--- config.mk ---
export PLATFORM = sky130hd
export DESIGN_NAME = wave_capture_flat
export DESIGN_NICKNAME = d
export VERILOG_FILES = /design/src/rtl/wave_capture_if.sv /design/src/rtl/wave_capture.sv /design/src/flat_wrapper.sv
export SDC_FILE = /design/constraint.sdc
export NUM_CORES = 1
export LEC_CHECK = 0
export ABC_AREA = 1
export ABC_CLOCK_PERIOD_IN_PS = 1500
export CORE_MARGIN = 3
export CORE_UTILIZATION = 30
export DETAILED_ROUTE_END_ITERATION = 10
export GPL_ROUTABILITY_DRIVEN = 1
export HOLD_SLACK_MARGIN = 0.15
export SETUP_SLACK_MARGIN = 0.5
export SYNTH_ARGS = -nofsm -noshare
export SYNTH_HDL_FRONTEND = slang
export SYNTH_SLANG_ARGS = --single-unit
--- constraint.sdc ---
create_clock -name clk -period 1.5 [get_ports clk]
set_input_delay 0.3 -clock clk [delete_from_list [all_inputs] [get_ports clk]]
set_output_delay 0.3 -clock clk [all_outputs]
set_load 0.01 [all_outputs]
--- src/rtl/wave_capture_if.sv ---
`default_nettype none
// ============================================================================
// Module   : wave_capture_if
// Brief    : Sample stream, display handshake and sample-RAM write port bundle.
// Revision : 1.0
// ============================================================================
interface wave_capture_if;
   logic        new_sample_ready;
   logic [15:0] new_sample_in;
   logic        wave_display_idle;
   logic [8:0]  write_address;
   logic        write_enable;
   logic [7:0]  write_sample;
   logic        read_index;
   logic        capture_done;

   // master drives samples and display status; slave is the capture engine
   modport master (
      output new_sample_ready,
      output new_sample_in,
      output wave_display_idle,
      input  write_address,
      input  write_enable,
      input  write_sample,
      input  read_index,
      input  capture_done
   );

   modport slave (
      input  new_sample_ready,
      input  new_sample_in,
      input  wave_display_idle,
      output write_address,
      output write_enable,
      output write_sample,
      output read_index,
      output capture_done
   );
endinterface
`default_nettype wire

--- src/rtl/wave_capture.sv ---
`default_nettype none
// ============================================================================
// Module   : wave_capture
// Brief    : Captures 256 samples after a positive zero crossing into the
//            bank the display is not reading; swaps banks when display idles.
//            Option macro WAVE_CAPTURE_DECIMATE_EN stores every other strobe.
// Revision : 1.0
// ============================================================================
module wave_capture (
   input  wire logic     clk,
   input  wire logic     reset,
   wave_capture_if.slave bus
);

   localparam logic [1:0] ST_ARMED  = 2'd0;
   localparam logic [1:0] ST_ACTIVE = 2'd1;
   localparam logic [1:0] ST_WAIT   = 2'd2;

   logic [1:0]  r_state;
   logic [1:0]  w_state_next;
   logic [7:0]  r_index;
   logic [15:0] r_prev_sample;
   logic        r_read_index;
   logic        r_write_enable;
   logic [8:0]  r_write_address;
   logic [7:0]  r_write_sample;
   logic        r_capture_done;

   logic        w_trigger;
   logic        w_store;
   logic        w_swap;
   logic        w_store_slot;
   logic [7:0]  w_offset_sample;

`ifdef WAVE_CAPTURE_DECIMATE_EN
   logic        r_phase;

   always_ff @(posedge clk) begin
      if (reset) begin
         r_phase <= 1'b0;
      end else if (w_trigger) begin
         r_phase <= 1'b0;
      end else if (r_state == ST_ACTIVE && bus.new_sample_ready) begin
         r_phase <= ~r_phase;
      end
   end

   assign w_store_slot = ~r_phase;
`else
   assign w_store_slot = 1'b1;
`endif

   always_ff @(posedge clk) begin
      if (reset) begin
         r_state <= ST_ARMED;
      end else begin
         r_state <= w_state_next;
      end
   end

   always_comb begin
      w_state_next = r_state;
      case (r_state)
         ST_ARMED: begin
            if (w_trigger) w_state_next = ST_ACTIVE;
         end
         ST_ACTIVE: begin
            if (w_store && r_index == 8'hFF) w_state_next = ST_WAIT;
         end
         ST_WAIT: begin
            if (bus.wave_display_idle) w_state_next = ST_ARMED;
         end
         default: begin
            w_state_next = ST_ARMED;
         end
      endcase
   end

   always_comb begin
      w_trigger       = 1'b0;
      w_store         = 1'b0;
      w_swap          = 1'b0;
      // sign-bit inversion maps two's complement onto offset binary
      w_offset_sample = {~bus.new_sample_in[15], bus.new_sample_in[14:8]};
      case (r_state)
         ST_ARMED: begin
            w_trigger = bus.new_sample_ready & r_prev_sample[15]
                        & ~bus.new_sample_in[15];
         end
         ST_ACTIVE: begin
            w_store = bus.new_sample_ready & w_store_slot;
         end
         ST_WAIT: begin
            w_swap = bus.wave_display_idle;
         end
         default: begin
            w_trigger = 1'b0;
         end
      endcase
   end

   always_ff @(posedge clk) begin
      if (reset) begin
         r_index         <= 8'd0;
         r_prev_sample   <= 16'd0;
         r_read_index    <= 1'b0;
         r_write_enable  <= 1'b0;
         r_write_address <= 9'd0;
         r_write_sample  <= 8'd0;
         r_capture_done  <= 1'b0;
      end else begin
         if (bus.new_sample_ready) begin
            r_prev_sample <= bus.new_sample_in;
         end
         r_write_enable <= w_store;
         r_capture_done <= w_swap;
         if (w_trigger) begin
            r_index <= 8'd0;
         end else if (w_store) begin
            r_index <= r_index + 8'd1;
         end
         if (w_store) begin
            r_write_address <= {~r_read_index, r_index};
            r_write_sample  <= w_offset_sample;
         end
         if (w_swap) begin
            r_read_index <= ~r_read_index;
         end
      end
   end

   assign bus.write_address = r_write_address;
   assign bus.write_enable  = r_write_enable;
   assign bus.write_sample  = r_write_sample;
   assign bus.read_index    = r_read_index;
   assign bus.capture_done  = r_capture_done;

endmodule
`default_nettype wire

--- src/flat_wrapper.sv ---
// flat-port wrapper written by rule: the top's interface ports become plain ports
module wave_capture_flat 
  (clk, reset, bus_new_sample_ready, bus_new_sample_in, bus_wave_display_idle, bus_write_address, bus_write_enable, bus_write_sample, bus_read_index, bus_capture_done);
  wave_capture_if bus_i ();
  input  wire logic clk;
  input  wire logic reset;
  input wire logic [$bits(bus_i.new_sample_ready)-1:0] bus_new_sample_ready;
  input wire logic [$bits(bus_i.new_sample_in)-1:0] bus_new_sample_in;
  input wire logic [$bits(bus_i.wave_display_idle)-1:0] bus_wave_display_idle;
  output wire logic [$bits(bus_i.write_address)-1:0] bus_write_address;
  output wire logic [$bits(bus_i.write_enable)-1:0] bus_write_enable;
  output wire logic [$bits(bus_i.write_sample)-1:0] bus_write_sample;
  output wire logic [$bits(bus_i.read_index)-1:0] bus_read_index;
  output wire logic [$bits(bus_i.capture_done)-1:0] bus_capture_done;
  assign bus_i.new_sample_ready = bus_new_sample_ready;
  assign bus_i.new_sample_in = bus_new_sample_in;
  assign bus_i.wave_display_idle = bus_wave_display_idle;
  assign bus_write_address = bus_i.write_address;
  assign bus_write_enable = bus_i.write_enable;
  assign bus_write_sample = bus_i.write_sample;
  assign bus_read_index = bus_i.read_index;
  assign bus_capture_done = bus_i.capture_done;
  wave_capture u_core (.clk(clk), .reset(reset), .bus(bus_i));
endmodule
Word level (Yosys, flattened, before mapping):

Cells that the tools add are included.
Widths: inputs -> output; s select.

* flip-flop bits (word level): 46
* output and inout port bits: 20

* add/sub/neg operators: 1
* equal/unequal tests: 6
* muxes and demuxes: 7
* bitwise gates (word level): 4
* reduce and logical (&&, ||, !) cells: 4

Operator list (count)
* $add 8x1->8 const B: 1
* $eq 8x8->1 const B: 1
* $mux 2: 3
* $pmux 2 s3: 1
* $ne 2x1->1 const B: 2
* $mux 1: 3
* $reduce_and 3->1: 1
* $and 1x1->1: 2
* $eq 2x1->1 const B: 1
* $eq 2x2->1 const B: 1
* $logic_not 2->1: 1
* $ne 2x2->1 const B: 1
* $not 1->1: 2
* $reduce_or 2->1: 1
* $logic_and 1x1->1: 1

Depth between registers and ports, before layout:

* depth in word-level cells: 5
* mapped depth: 7

Least setup slack after synthesis:

OpenSTA, ideal clock, no wires.

* path kind: flip-flop to flip-flop
* start: register u_core.r_index[1]
* end: register u_core.r_index[6]
* arrival: 0.939 ns
* slack: 0.440 ns
* stages on the path, launching flop included: 7
* cells stage by stage: dfxtp_1 > ha_1 > nand3_1 > inv_1 > nand2_1 > o21ai_0 > a21oi_1

* cells in the longest elaborated chain, start to end: 1

RTL lines
* start: declaration: RTL line wave_capture.sv:21 `logic [7:0] r_index;`
* start signal: assignment: RTL line wave_capture.sv:120 `r_index <= r_index + 8'd1;`
* $add 8x1->8: RTL line wave_capture.sv:120

Every way passes these cells.
A chain may end at the register's enable or synchronous reset.

Worst setup path after layout:

* start: register u_core.r_state[1]
* end: register u_core.r_write_sample[5], in the netlist u_core.bus.write_sample[5]

* cells in the longest elaborated chain, start to end: 2

RTL lines
* start: declaration: RTL line wave_capture.sv:19 `logic [1:0] r_state;`
* start signal: assignment: RTL line wave_capture.sv:57 `r_state <= w_state_next;`
* $eq 2x1->1: RTL line wave_capture.sv:85 `case (r_state)`
* $mux 1: RTL line wave_capture.sv:85
* end signal: assignment: RTL line wave_capture.sv:124 `r_write_sample <= w_offset_sample;`
* end: declaration: RTL line wave_capture.sv:26 `logic [7:0] r_write_sample;`

Every way passes these cells.

==> impl_metrics.env <==
export IMPL_max_freq_ghz=0.911
export IMPL_io_buffers=31
export IMPL_start_util_pct=32.4
export IMPL_syn_cell_area_mm2=0.00124
export IMPL_placed_cell_area_mm2=0.00166
export IMPL_crit_cells=6
export IMPL_cts_root_buffer="clkbuf_8"
export IMPL_synth_seq_cells=31
export IMPL_outcome="finished clean"
export IMPL_muxShareOfSynthArea_pct=0
export IMPL_leakagePower_uw=0.000780
export IMPL_antennaDiodeCount=0
export IMPL_drc=0
export IMPL_final_area_mm2=0.00196
export IMPL_synth_yosys_seq_area_share_pct=50.1
export IMPL_crit_path_end_kind="flop"
export IMPL_layout_setup_ws_ns=0.403
export IMPL_ctsHoldBuffers=0
export IMPL_maxSlewViolCount=0
export IMPL_die_y_um=70.3
export IMPL_crit_fanout=8
export IMPL_post_place_ws_ns=-0.102
export IMPL_tightest_slew_ns=0.271
export IMPL_timing_final_setup_violations=0
export IMPL_globalplace_congestion=0.797
export IMPL_overflow=0
export IMPL_core_area_mm2=0.00383
export IMPL_p_per_area_mw_per_mm2=857
export IMPL_crit_top_cell="buf_4"
export IMPL_track_usage_pct=12.0
export IMPL_critical_path_slowest_cell="dfxtp_2"
export IMPL_start_kind="flop"
export IMPL_cts_max_level=2
export IMPL_drive_above_1_share_pct=45.8
export IMPL_r2r_start="u_core.r_state[1]"
export IMPL_crit_buf_inv=3
export IMPL_synth_compound_area_share_pct=14.7
export IMPL_place_hpwl_mm=1.93
export IMPL_area_growth_pct=57.9
export IMPL_ios=40
export IMPL_synth_top_family_by_area="simple AND/OR/NAND/NOR gates"
export IMPL_cp_required_ns=1.66
export IMPL_cp_top_family="buffers and inverters"
export IMPL_final_hold_viol_count=0
export IMPL_crit_chain="inv_2, nand3_4, buf_4, buf_4, nand2_1, a21oi_1"
export IMPL_clk_latency_ns=0.28
export IMPL_synthAdderAreaFrac_pct=1.01
export IMPL_grt_pass1_wl_mm=4.82
export IMPL_drv_cap=0
export IMPL_synthesis_nets=180
export IMPL_rows=22
export IMPL_fin_crit_sh_pct=73.2
export IMPL_drtIter0Drc=45
export IMPL_fin_cells=260
export IMPL_fin_skew_ns=0.00407
export IMPL_numCtsBuffers=5
export IMPL_place_inst=243
export IMPL_vias=1149
export IMPL_die_w_um=70.3
export IMPL_yosys_area_share_simple_pct=23.8
export IMPL_ant_nets=0
export IMPL_viasPerCell=4.42
export IMPL_firstDrtPassIters=2
export IMPL_hold_start="bus_new_sample_in[15]"
export IMPL_die_area_mm2=0.00494
export IMPL_postSynthAreaPerCell_um2=7.80
export IMPL_setup_tns_ns=0
export IMPL_finalPower_uw=1680
export IMPL_ys_warn_count=0
export IMPL_whs_path_depth=2
export IMPL_slew_limit_headroom_pct=81.9
export IMPL_synth_cell_types=22
export IMPL_synthCells=159
export IMPL_grt_setup_unrepaired="true"
export IMPL_max_stage_delay_ns=0.32
export IMPL_r2r_cells=6
export IMPL_arrival_ns=1.26
export IMPL_cts_tree="done"
export IMPL_grt_pass1_vias=1116
export IMPL_clk_pin_slew_worst_paths_ns=0.06
export IMPL_final_nets=232
export IMPL_hold_path_class="primary input to flop"
export IMPL_crit_start="u_core.r_state[1]"
export IMPL_irDropWorstVdd_mv=0.408
export IMPL_wire_per_inst_um=10.8
export IMPL_final_min_clock_period_ns=1.10
export IMPL_clockBufferDepth=2
export IMPL_crit_type="flop to flop"
export IMPL_grt_max_degree=14
export IMPL_synth_xor_area_share_pct=0.706
export IMPL_wirelength_mm=2.81
export IMPL_numClockSinks=31
export IMPL_grt_antenna_before_repair=0
==> logic make-up (layout without fill, tap and decap cells) <==
logic type      Yosys count  in the layout
fa+ha+maj                 1              1
flops                    31             31
simple gates             65             65
buf+inv                  25             78
compound gates           36             36
xor+xnor                  1              1
==> metrics by stage <==
step,utilization [%],hold WS (ns)
6_report,51.2,0.329
5_1_grt,51.2,0.335
3_3_place_gp,43.4,0.452
2_1_floorplan,-,0.390
4_1_cts,47.8,0.325
3_5_place_dp,43.4,0.457
==> per-layer routing <==
layer	GRT usage (%)	wire length (um)	vias up
li1	-	-	616
met1	15.7	1340	507
met2	18.3	1290	22
met3	4.89	142	4
met4	3.19	29	0
met5	0	0	-
==> registers in the layout, indices dropped and copies added (netlist names) <==
signal                    cells
u_core.bus.capture_done       1
u_core.bus.read_index         1
u_core.bus.write_address      9
u_core.bus.write_enable       1
u_core.bus.write_sample       8
u_core.r_index                8
u_core.r_prev_sample          1
u_core.r_state                2
==> worst paths after layout <==
check / to / slack (ns)
worst max-delay path: u_core.bus.write_sample[5] / 0.40
worst min-delay path: u_core.bus.write_sample[7] / 0.33
worst max register to register: u_core.bus.write_sample[5] / 0.40
worst min register to register: u_core.bus.write_sample[6] / 0.47
==> Yosys cell counts <==
cell type | n | area [um2]
nand2_1 | 39 | 146
dfxtp_1 | 31 | 621
a21oi_1 | 25 | 125
inv_1 | 18 | 67.6
nor2_1 | 13 | 48.8
o21ai_0 | 10 | 50.1
nand3_1 | 7 | 35.0
buf_2 | 2 | 10.0
a211oi_1 | 1 | 7.51
buf_1 | 1 | 3.75
buf_6 | 1 | 11.3
buf_8 | 1 | 15.0
ha_1 | 1 | 12.5
inv_2 | 1 | 3.75
inv_6 | 1 | 8.76
nand3_4 | 1 | 17.5
nand3b_1 | 1 | 7.51
nand4_1 | 1 | 6.26
nand4_2 | 1 | 12.5
nor2_4 | 1 | 11.3
nor3_2 | 1 | 10.0
xor2_1 | 1 | 8.76
==> timing repair <==
item	in CTS	in global routing
endpoints found under the hold margin	0	0
resized for setup	127	27
endpoints found under the setup margin	51	47
pin swaps	2	6
buffers inserted	5	4
==> layout by cell type, fill, tap and decap left out, drive strengths merged <==
cell type and count:
dfxtp 31, inv 20, a211oi 1, dlygate4sd2 3
a21oi 25, o21ai 10, nand2 39, nor3 1
nor2 14, nand3b 1, xor2 1, clkbuf 8
buf 39, clkdlybuf4s50 8, nand4 2, nand3 8
ha 1
==> where the power goes <==
part           internal (uW)  switching, uW
clock network            418            302
registers                835           8.07
logic                   62.3           52.3
total                   1320            363
==> layout make-up <==
class | count | area, um2
clock buffers | 8 | 100
multi-input cells | 103 | 569
well taps | 48 | 60.1
fillers | 389 | 1870
repair buffers | 50 | 492
flip-flops and latches | 31 | 654
inverters | 20 | 82.6
Note: power is estimated with default switching activity, not from simulation.
